File: config.mk
export PLATFORM = sky130hd
export DESIGN_NAME = debounce_multi
export DESIGN_NICKNAME = d
export VERILOG_FILES = /design/src/rtl/debounce_multi.sv
export SDC_FILE = /design/constraint.sdc
export NUM_CORES = 1
export LEC_CHECK = 0
export ABC_CLOCK_PERIOD_IN_PS = 2200
export CORE_MARGIN = 3
export CORE_UTILIZATION = 45
export CTS_BUF_LIST = sky130_fd_sc_hd__clkbuf_4
export CTS_CLUSTER_SIZE = 28
export DETAILED_ROUTE_END_ITERATION = 10
export SLEW_MARGIN = 20
export SYNTH_ARGS = -nofsm -noshare
export SYNTH_HDL_FRONTEND = slang
export SYNTH_SLANG_ARGS = --single-unit
File: constraint.sdc
create_clock -name i_clk -period 2.2 [get_ports i_clk]
set_clock_uncertainty 0.2 [all_clocks]
set_input_delay 0.55 -clock i_clk [delete_from_list [all_inputs] [get_ports i_clk]]
set_output_delay 0.55 -clock i_clk [all_outputs]
set_load 0.02 [all_outputs]
File: src/rtl/debounce_multi.sv
// Multi-channel debouncer: per-channel synchroniser, stability counter, level and edge pulses.
// Optional auto-repeat for held channels is compiled in with `define DEBOUNCE_REPEAT_EN.
module debounce_multi #(
  parameter int p_channels      = 4,
  parameter int p_sync_stages   = 3,
  parameter int p_min_on        = 1000,
  parameter int p_repeat_delay  = 50000000,
  parameter int p_repeat_period = 10000000
) (
  input  logic                  i_clk,
  input  logic                  i_rst,
  input  logic [p_channels-1:0] i_trig,
  output logic [p_channels-1:0] o_state,
  output logic [p_channels-1:0] o_rise,
  output logic [p_channels-1:0] o_fall,
  output logic                  o_any_rise,
  output logic [p_channels-1:0] o_repeat
);

  localparam int CW = $clog2(p_min_on + 1);
  localparam logic [CW-1:0] CNT_LAST = CW'(p_min_on - 1);

  if (p_channels < 1) begin : g_chk_channels
    $error("p_channels must be at least 1");
  end
  if (p_sync_stages < 2) begin : g_chk_sync
    $error("p_sync_stages must be at least 2");
  end
  if (p_min_on < 1) begin : g_chk_min_on
    $error("p_min_on must be at least 1");
  end
  if (p_repeat_delay < 1 || p_repeat_period < 1) begin : g_chk_repeat
    $error("p_repeat_delay and p_repeat_period must be at least 1");
  end

  logic [p_channels-1:0][p_sync_stages-1:0] sync_p0;
  logic [p_channels-1:0][CW-1:0]            cnt_p1, cnt_nxt;
  logic [p_channels-1:0]                    sync_s, state_nxt, rise_nxt, fall_nxt;

  // Stage 0: synchroniser shift registers; the last flop is the synchronised level
  always_ff @(posedge i_clk) begin
    if (i_rst) begin
      sync_p0 <= '0;
    end else begin
      for (int ch = 0; ch < p_channels; ch++) begin
        sync_p0[ch] <= {sync_p0[ch][p_sync_stages-2:0], i_trig[ch]};
      end
    end
  end

  always_comb begin
    sync_s    = '0;
    state_nxt = o_state;
    rise_nxt  = '0;
    fall_nxt  = '0;
    cnt_nxt   = cnt_p1;
    for (int ch = 0; ch < p_channels; ch++) begin
      sync_s[ch] = sync_p0[ch][p_sync_stages-1];
      if (sync_s[ch] == o_state[ch]) begin
        cnt_nxt[ch] = '0;
      end else if (cnt_p1[ch] == CNT_LAST) begin
        cnt_nxt[ch]   = '0;
        state_nxt[ch] = sync_s[ch];
        rise_nxt[ch]  = sync_s[ch];
        fall_nxt[ch]  = ~sync_s[ch];
      end else begin
        // Increment only below p_min_on-1, so the counter cannot wrap
        cnt_nxt[ch] = cnt_p1[ch] + CW'(1);
      end
    end
  end

  // Stage 1: stability counters, debounced level and edge pulses
  always_ff @(posedge i_clk) begin
    if (i_rst) begin
      cnt_p1     <= '0;
      o_state    <= '0;
      o_rise     <= '0;
      o_fall     <= '0;
      o_any_rise <= 1'b0;
    end else begin
      cnt_p1     <= cnt_nxt;
      o_state    <= state_nxt;
      o_rise     <= rise_nxt;
      o_fall     <= fall_nxt;
      o_any_rise <= |rise_nxt;
    end
  end

`ifdef DEBOUNCE_REPEAT_EN
  localparam int HMAX = (p_repeat_delay > p_repeat_period) ? p_repeat_delay : p_repeat_period;
  localparam int HW   = $clog2(HMAX + 1);
  localparam logic [HW-1:0] DELAY_LAST  = HW'(p_repeat_delay - 1);
  localparam logic [HW-1:0] PERIOD_LAST = HW'(p_repeat_period - 1);

  logic [p_channels-1:0][HW-1:0] hold_p1, hold_nxt;
  logic [p_channels-1:0]         phase_p1, phase_nxt, rep_nxt;

  // phase_p1 marks that the first (delay) pulse has been issued; later pulses use the period
  always_comb begin
    hold_nxt  = hold_p1;
    phase_nxt = phase_p1;
    rep_nxt   = '0;
    for (int ch = 0; ch < p_channels; ch++) begin
      if (!o_state[ch] || rise_nxt[ch] || fall_nxt[ch]) begin
        hold_nxt[ch]  = '0;
        phase_nxt[ch] = 1'b0;
      end else if (hold_p1[ch] == (phase_p1[ch] ? PERIOD_LAST : DELAY_LAST)) begin
        hold_nxt[ch]  = '0;
        phase_nxt[ch] = 1'b1;
        rep_nxt[ch]   = 1'b1;
      end else begin
        hold_nxt[ch] = hold_p1[ch] + HW'(1);
      end
    end
  end

  // Stage 2: hold counters and repeat pulses
  always_ff @(posedge i_clk) begin
    if (i_rst) begin
      hold_p1  <= '0;
      phase_p1 <= '0;
      o_repeat <= '0;
    end else begin
      hold_p1  <= hold_nxt;
      phase_p1 <= phase_nxt;
      o_repeat <= rep_nxt;
    end
  end
`else
  assign o_repeat = '0;
`endif

endmodule

==> results.py, run 1 <==
metrics = {
    "setup_path": {
        "end_kind": "primary output",
        "required_ns": 1.45,
        "critPathBufInv": 1,
        "start_kind": "register",
        "path_cells": "clkdlybuf4s50_1",
        "crit_fanout": 1,
        "cp_top_family": "buffers and inverters",
        "cp_slowest_cell": "clkdlybuf4s50_1",
        "critPathMaxStageDelay_ns": 0.60,
        "critPathKind": "register to primary output",
        "cp.arrival_ns": 1.32,
    },
    "job": {
        "cap_violations": 0,
    },
    "routing": {
        "drc_errors": 0,
        "dr.pass1.iters": 4,
        "num_vias": 1699,
        "wirelength_um": 3950,
        "drt_iter0_drc": 30,
        "wl_per_cell_um": 10.7,
        "antenna_left": 0,
        "via_per_inst": 4.60,
    },
    "grt": {
        "grt_overflow": 0,
        "grt_use_total_pct": 14.3,
        "grt_pass1_wl_um": 6980,
        "antenna_found_initial": 0,
        "grt_max_degree": 18,
        "grt_pass1_vias": 1569,
    },
    "placed_design": {
        "hpwl_um": 2780,
        "numPortBuffers": 18,
        "placed_area_sq_mm": 0.00275,
        "routabilityCongestion": 0.750,
        "preCtsSetupSlack_ns": 0.127,
    },
    "yosys": {
        "ys_ff_latch": 65,
        "synth_area_leaders": "dfxtp_1 (52%), nor2_1 (7.6%), xnor2_1 (7.0%)",
        "synth_edf_count": 0,
        "ys.flop_type": "dfxtp_1",
        "synth_top_area_cell": "dfxtp_1",
        "yosysWarnings": 0,
        "synth_most_common_cell": "dfxtp_1",
        "ys_seq_area_share_pct": 51.9,
        "yosys.area.top_type_share_pct": 51.9,
        "synthCells": 268,
        "synthArstFlopShare_pct": 0,
        "postSynthAreaPerCell_sq_um": 9.35,
        "ys_types": 31,
        "syn_area_sq_mm": 0.00250,
        "synth_common_cells": "dfxtp_1 (65), nor2_1 (51), xnor2_1 (20)",
    },
    "floorplanning": {
        "placement_rows": 26,
        "num_io_pins": 23,
        "die-area_sq_mm": 0.00650,
        "coreArea_sq_mm": 0.00524,
        "start_util_pct": 47.8,
        "die_y_um": 80.6,
        "fp.dieW_um": 80.6,
    },
    "clock_tree": {
        "cts_resized": 4,
        "cts_tree": "done",
        "root_buffer": "clkbuf_4",
        "clock_latency_ns": 0.39,
        "cts_sinks": 65,
        "holdBufCountCts": 0,
        "cts.clk_slew.worst_paths_ns": 0.10,
        "cts_buffers": 9,
        "clockBufferDepth": 2,
        "post_cts_buffers": 0,
        "cts_max_level": 3,
    },
    "finish": {
        "register_area_sq_mm": 0.00130,
        "final_nets": 305,
        "stdcell_area_sq_mm": 0.00285,
        "fillers": 509,
        "multiInputGateArea_sq_mm": 0.00113,
        "n_antenna_cell": 0,
        "syn_to_final_growth_pct": 13.7,
        "drive_above_1_share_pct": 8.36,
    },
    "power_and_ir_drop": {
        "power_density_mw_per_mm2": 653,
        "p_total_mw": 1.86,
        "p_leak_nw": 0.945,
        "vdd_drop_max_mv": 0.388,
    },
    "timing": {
        "period_share_pct": 94.2,
        "hold_viol_final": 0,
        "fin_tns_setup_ns": 0,
        "final.setup.worst_slack_ns": 0.128,
        "rsz0062_at_grt": "no",
        "period_needed_ns": 2.07,
        "drv_slew": 0,
        "max_freq_mhz": 483,
        "finalSetupViolations": 0,
    },
    "status": {
        "status": "completed",
    },
    "hold_path": {
        "hp-class": "register to register",
    },
}
-- metrics by stage --
| step | util (%) | cells | hold slack, ns |
|---|---|---|---|
| finish | 54.4 | 369 | 0.232 |
| global route | 54.4 | 369 | 0.253 |
| CTS | 54.4 | 369 | 0.242 |
| detailed placement | 52.5 | 354 | 0.224 |
| global placement | 52.5 | 354 | 0.218 |
| floorplan | - | 271 | 0.214 |
-- cells by family (layout without fill, tap and decap cells) --
group / after synthesis / in the layout / share of synthesized area, %
XOR/XNOR: 31 / 31 / 10.8
adder cells (fa/ha/maj): 4 / 4 / 2.00
AND/OR/NAND/NOR: 140 / 140 / 28.1
flip-flops: 65 / 65 / 51.9
other: 1 / 4 / 0.150
AO/OA/AOI/OAI: 9 / 9 / 1.90
multiplexers: 4 / 4 / 1.60
buffers and inverters: 14 / 42 / 3.50
-- cell type report --
cell class | count | area share (%)
Clock buffer | 11 | 2.90
Clock inverter | 4 | 0.747
Inverter | 4 | 0.527
Multi-Input combinational cell | 192 | 39.6
Sequential cell | 65 | 45.7
Tap cell | 70 | 3.08
Timing Repair Buffer | 23 | 7.47
-- final timing paths --
check / from / depth (start not counted) / end / slack [ns]
worst max-delay path: o_rise[1]$_SDFF_PP0_ / 1 / o_rise[1] / 0.13
worst min-delay path: sync_p0[10]$_SDFF_PP0_ / 1 / sync_p0[11]$_SDFF_PP0_ / 0.23
worst max register to register: cnt_p1[30]$_SDFF_PP0_ / 5 / cnt_p1[33]$_SDFF_PP0_ / 0.34
worst min register to register: sync_p0[10]$_SDFF_PP0_ / 1 / sync_p0[11]$_SDFF_PP0_ / 0.23
-- flip-flops by register name, indices dropped and copies added, names as in the netlist --
| name | cells |
|---|---|
| sync_p0 | 12 |
| o_rise | 4 |
| o_fall | 4 |
| o_state | 4 |
| cnt_p1 | 40 |
| o_any_rise | 1 |
-- per-layer routing --
metal  track usage [%]  vias up  part of all wire, %
li1                  -      932                    -
met1              17.9      732                   51
met2              20.7       33                   43
met3              7.40        2                  5.5
met4              5.57        0                 0.81
met5                 0        -                    0
-- where the power goes --
group / internal [mW] / leakage (nW) / switching [mW]
logic: 0.0184 / 0.360 / 0.0220
registers: 1.19 / 0.526 / 0.00368
clock network: 0.245 / 0.0601 / 0.386
total: 1.45 / 0.945 / 0.411
-- layout by cell type, fill, tap and decap left out, drive strengths merged, types with 5 or more instances in the layout --
| master | Yosys | layout |
|---|---|---|
| nand2 | 13 | 13 |
| nand3 | 17 | 17 |
| nor2b | 12 | 12 |
| clkdlybuf4s50 | 0 | 14 |
| a21oi | 7 | 7 |
| nand2b | 12 | 12 |
| nor2 | 51 | 51 |
| xnor2 | 20 | 20 |
| dfxtp | 65 | 65 |
| clkbuf | 2 | 11 |
| buf | 8 | 5 |
| nor3 | 17 | 17 |
| xor2 | 11 | 11 |
(Power assumes the default switching activity.)
==> run 2, diff against run 1 <==
CORE_ASPECT_RATIO = 2   (was not set)
CTS_CLUSTER_SIZE = 40   (was 28)
==> results.py, run 2 (synthesized netlist as in run 1, its figures left out) <==
metrics = {
    "grt": {
        "grt_pass1_wl_um": 7100,
        "antenna_found_initial": 0,
        "grt_pass1_vias": 1699,
        "grt_use_total_pct": 13.9,
        "grt_overflow": 0,
        "grt_max_degree": 17,
    },
    "routing": {
        "drc_errors": 0,
        "via_per_inst": 4.92,
        "drt_iter0_drc": 51,
        "wirelength_um": 3970,
        "wl_per_cell_um": 11.2,
        "dr.pass1.iters": 4,
        "num_vias": 1737,
        "antenna_left": 0,
    },
    "placed_design": {
        "routabilityCongestion": 0.765,
        "hpwl_um": 2940,
        "numPortBuffers": 18,
    },
    "floorplanning": {
        "start_util_pct": 47.5,
        "die-area_sq_mm": 0.00655,
        "coreArea_sq_mm": 0.00528,
        "placement_rows": 37,
        "die_y_um": 112,
        "fp.dieW_um": 58.8,
        "num_io_pins": 23,
    },
    "finish": {
        "mostFrequentLayoutCells": "dfxtp_1 (65), nor2_1 (51), xnor2_1 (20), nor3_1 (17), nand3_1 (16)",
        "regMostFlops": "cnt_p1",
        "final_nets": 303,
        "multiInputGateArea_sq_mm": 0.00113,
        "largestRegisters": "cnt_p1 x40, sync_p0 x12",
        "drive_above_1_share_pct": 7.12,
        "register_area_sq_mm": 0.00130,
        "layout_commonest_cell": "dfxtp_1",
        "syn_to_final_growth_pct": 13.1,
        "fillers": 507,
        "n_antenna_cell": 0,
        "largest_reg_flops": 40,
    },
    "clock_tree": {
        "root_buffer": "clkbuf_4",
        "clockBufferDepth": 2,
        "cts_max_level": 3,
        "cts.clk_slew.worst_paths_ns": 0.09,
        "post_cts_buffers": 0,
        "clock_latency_ns": 0.38,
        "cts_sinks": 65,
        "cts_buffers": 9,
        "cts_tree": "done",
    },
    "setup_path": {
        "r2r_setup_slack_ns": 0.28,
        "required_ns": 1.45,
        "start_kind": "register",
        "cp_top_family": "buffers and inverters",
        "critPathKind": "register to primary output",
        "crit_fanout": 1,
        "critPathBufInv": 1,
        "path_cells": "clkdlybuf4s50_1",
        "critPathMaxStageDelay_ns": 0.60,
        "cp_slowest_cell": "clkdlybuf4s50_1",
        "cp.arrival_ns": 1.31,
        "end_kind": "primary output",
    },
    "timing": {
        "max_freq_mhz": 484,
        "fin_tns_setup_ns": 0,
        "hold_viol_final": 0,
        "period_share_pct": 93.8,
        "rsz0062_at_grt": "no",
        "finalSetupViolations": 0,
        "drv_slew": 0,
        "period_needed_ns": 2.06,
    },
    "status": {
        "status": "completed",
    },
    "power_and_ir_drop": {
        "p_total_mw": 1.82,
        "power_density_mw_per_mm2": 643,
        "vdd_drop_max_mv": 0.435,
        "p_leak_nw": 0.993,
    },
    "hold_path": {
        "hp-class": "register to register",
    },
    "job": {
        "cap_violations": 0,
    },
}
==> run 2: changes by cell type in the layout (fill, tap and decap cells not counted) <==
cell	change
clkinvlp_4	-1
clkinv_2	-1
dlymetal6s2s_1	+4
buf_4	-3
buf_12	+1
dlygate4sd2_1	-4
==> run 2: worst paths after layout <==
check | from | to | cells after the start
worst max-delay path | o_any_rise$_SDFF_PP0_ | o_any_rise | 1
worst min-delay path | sync_p0[9]$_SDFF_PP0_ | sync_p0[10]$_SDFF_PP0_ | 1
worst max register to register | cnt_p1[30]$_SDFF_PP0_ | cnt_p1[35]$_SDFF_PP0_ | 5
worst min register to register | sync_p0[9]$_SDFF_PP0_ | sync_p0[10]$_SDFF_PP0_ | 1
==> run 2: worst register-to-register path: stages (launching register included) <==
cell	delay (ns)
dfxtp_1	0.39
ha_1	0.28
nand3_2	0.14
or4_4	0.55
nand2_2	0.19
nor2_1	0.07
==> run 2: metrics by stage <==
| step | utilization [%] | cells | instance area (sq um) | setup WS [ns] | hold slack (ns) |
|---|---|---|---|---|---|
| floorplan | - | 271 | 2520 | 0.432 | 0.214 |
| global placement | 51.8 | 340 | 2730 | 0.179 | 0.220 |
| detailed placement | 51.8 | 340 | 2730 | 0.129 | 0.224 |
| CTS | 53.5 | 353 | 2820 | 0.0192 | 0.245 |
| global route | 53.7 | 353 | 2830 | 0.0745 | 0.264 |
| finish | 53.7 | 353 | 2830 | 0.136 | 0.242 |
==> run 2: area by class of cell <==
cell class                 count  share of cell area [%]
clock buffer                  11                    2.92
tap                           58                    2.56
sequential                    65                    45.9
inverter                       4                   0.530
timing repair buffer          21                    7.95
multi-input combinational    192                    39.8
clock inverter                 2                   0.309
==> run 2: layer usage <==
metal  vias up  GRT usage [%]  share of wire, %
met3         7           4.06               3.8
met1       780           14.6                42
met4         0           7.72               2.3
met2        22           23.7                52
li1        928              -                 -
met5         -              0                 0
==> run 2: what timing repair did <==
| action | 4_1_cts | 5_1_grt |
|---|---|---|
| hold buffers | 0 | 0 |
| endpoints found under the setup margin | 0 | 4 |
| resized for setup | 0 | 4 |
==> run 2: report_power, final <==
group / switching [mW] / leakage (nW) / internal [mW] / total, mW
combinational: 0.0218 / 0.411 / 0.0196 / 0.0414
sequential: 0.00354 / 0.526 / 1.19 / 1.19
clock: 0.355 / 0.0561 / 0.235 / 0.590
total: 0.381 / 0.993 / 1.44 / 1.82
==> run 3, diff against run 2 <==
PLACE_DENSITY_LB_ADDON = 0.3   (was not set)
==> results.py, run 3 (synthesized netlist as in run 1, its figures left out) <==
metrics = {
    "clock_tree": {
        "cts_tree": "done",
        "clock_latency_ns": 0.40,
        "cts.clk_slew.worst_paths_ns": 0.09,
        "clockBufferDepth": 2,
        "root_buffer": "clkbuf_4",
        "cts_buffers": 9,
        "post_cts_buffers": 0,
        "cts_max_level": 3,
        "cts_sinks": 65,
    },
    "routing": {
        "wl_per_cell_um": 11.3,
        "antenna_left": 0,
        "drt_iter0_drc": 35,
        "num_vias": 1792,
        "dr.pass1.iters": 4,
        "drc_errors": 0,
        "via_per_inst": 5.03,
        "wirelength_um": 4040,
    },
    "floorplanning": {
        "num_io_pins": 23,
        "coreArea_sq_mm": 0.00528,
        "die-area_sq_mm": 0.00655,
        "die_y_um": 112,
        "start_util_pct": 47.5,
        "fp.dieW_um": 58.8,
        "placement_rows": 37,
    },
    "hold_path": {
        "worstHoldStart": "sync_p0[10]$_SDFF_PP0_",
        "hp-class": "register to register",
        "holdPathStages": 1,
    },
    "setup_path": {
        "worst-path-stages": 1,
        "critPathKind": "register to primary output",
        "r2r-start": "cnt_p1[0]$_SDFF_PP0_",
        "r2r_setup_slack_ns": 0.31,
        "path_cells": "clkdlybuf4s50_1",
        "cp_top_family": "buffers and inverters",
        "required_ns": 1.45,
        "reg2reg_depth": 5,
        "cp.arrival_ns": 1.31,
        "cp_slowest_cell": "clkdlybuf4s50_1",
        "crit_fanout": 1,
        "start_kind": "register",
        "crit_path_start": "o_rise[0]$_SDFF_PP0_",
        "end_kind": "primary output",
        "critPathMaxStageDelay_ns": 0.60,
        "critPathBufInv": 1,
    },
    "timing": {
        "rsz0062_at_grt": "no",
        "period_needed_ns": 2.06,
        "period_share_pct": 93.7,
        "fin_tns_setup_ns": 0,
        "drv_slew": 0,
        "finalSetupViolations": 0,
        "max_freq_mhz": 485,
        "hold_viol_final": 0,
    },
    "power_and_ir_drop": {
        "vdd_drop_max_mv": 0.472,
        "power_density_mw_per_mm2": 655,
        "p_total_mw": 1.85,
        "p_leak_nw": 0.944,
    },
    "finish": {
        "syn_to_final_growth_pct": 12.8,
        "regMostFlops": "cnt_p1",
        "mostFrequentLayoutCells": "dfxtp_1 (65), nor2_1 (51), xnor2_1 (20), nor3_1 (17), nand3_1 (16)",
        "n_antenna_cell": 0,
        "drive_above_1_share_pct": 7.72,
        "layout_commonest_cell": "dfxtp_1",
        "largest_reg_flops": 40,
        "largestRegisters": "cnt_p1 x40, sync_p0 x12",
        "final_nets": 305,
        "fillers": 510,
    },
    "grt": {
        "antenna_found_initial": 0,
        "grt_overflow": 0,
        "grt_max_degree": 11,
        "grt_pass1_wl_um": 6890,
        "grt_pass1_vias": 1660,
        "grt_use_total_pct": 14.1,
    },
    "placed_design": {
        "numPortBuffers": 18,
        "routabilityCongestion": 0.736,
        "hpwl_um": 2990,
    },
    "job": {
        "cap_violations": 0,
    },
    "status": {
        "status": "completed",
    },
}
==> run 3: cell count changes in the layout (fill, tap and decap cells not counted), sizes merged <==
cell and delta:
buf +2, clkbuf +1, dlygate4sd2 +4, dlymetal6s2s -4
==> run 3: final timing paths <==
check,endpoint
setup / recovery,o_rise[0]
hold / removal,sync_p0[11]$_SDFF_PP0_
setup reg to reg,cnt_p1[8]$_SDFF_PP0_
hold reg to reg,sync_p0[11]$_SDFF_PP0_
==> run 3: per-stage QoR <==
stage | area, sq um | setup slack (ns) | hold WS (ns) | utilization, % | instances
3_3_place_gp | 2730 | 0.208 | 0.218 | 51.8 | 342
5_1_grt | 2830 | 0.0425 | 0.258 | 53.6 | 356
3_5_place_dp | 2730 | 0.143 | 0.225 | 51.8 | 342
2_1_floorplan | 2520 | 0.432 | 0.214 | - | 271
4_1_cts | 2830 | 0.0845 | 0.243 | 53.6 | 356
6_report | 2830 | 0.139 | 0.242 | 53.6 | 356
==> run 3: layer usage <==
metal,vias up,part of all wire (%),GRT usage (%)
met2,32,51,22.3
met3,8,4.9,5.92
met4,0,2.4,9.98
met5,-,0,0
li1,929,-,-
met1,823,42,14.5
==> run 3: report_power, final <==
group,switching [mW],internal [mW]
combinational,0.0224,0.0195
clock,0.367,0.252
sequential,0.00345,1.19
==> run 3: layout make-up <==
type | instances | area, sq um | share of cell area (%)
clock buffer | 12 | 90.1 | 3.19
clock inverter | 2 | 7.51 | 0.266
inverter | 4 | 15.0 | 0.531
multi-input combinational | 192 | 1130 | 39.9
sequential | 65 | 1300 | 46.0
tap | 58 | 72.6 | 2.57
timing repair buffer | 23 | 213 | 7.53
==> run 3: worst reg2reg max path: stages, from the launching register on <==
cell      delay, ns
dfxtp_1        0.36
ha_1           0.22
nand3_1        0.17
or4_4          0.48
nand2b_1       0.26
nor2_1         0.09
==> run 3: what timing repair did <==
action	4_1_cts	5_1_grt
hold buffers	0	0
setup endpoints to repair	4	0
resized for setup	4	0
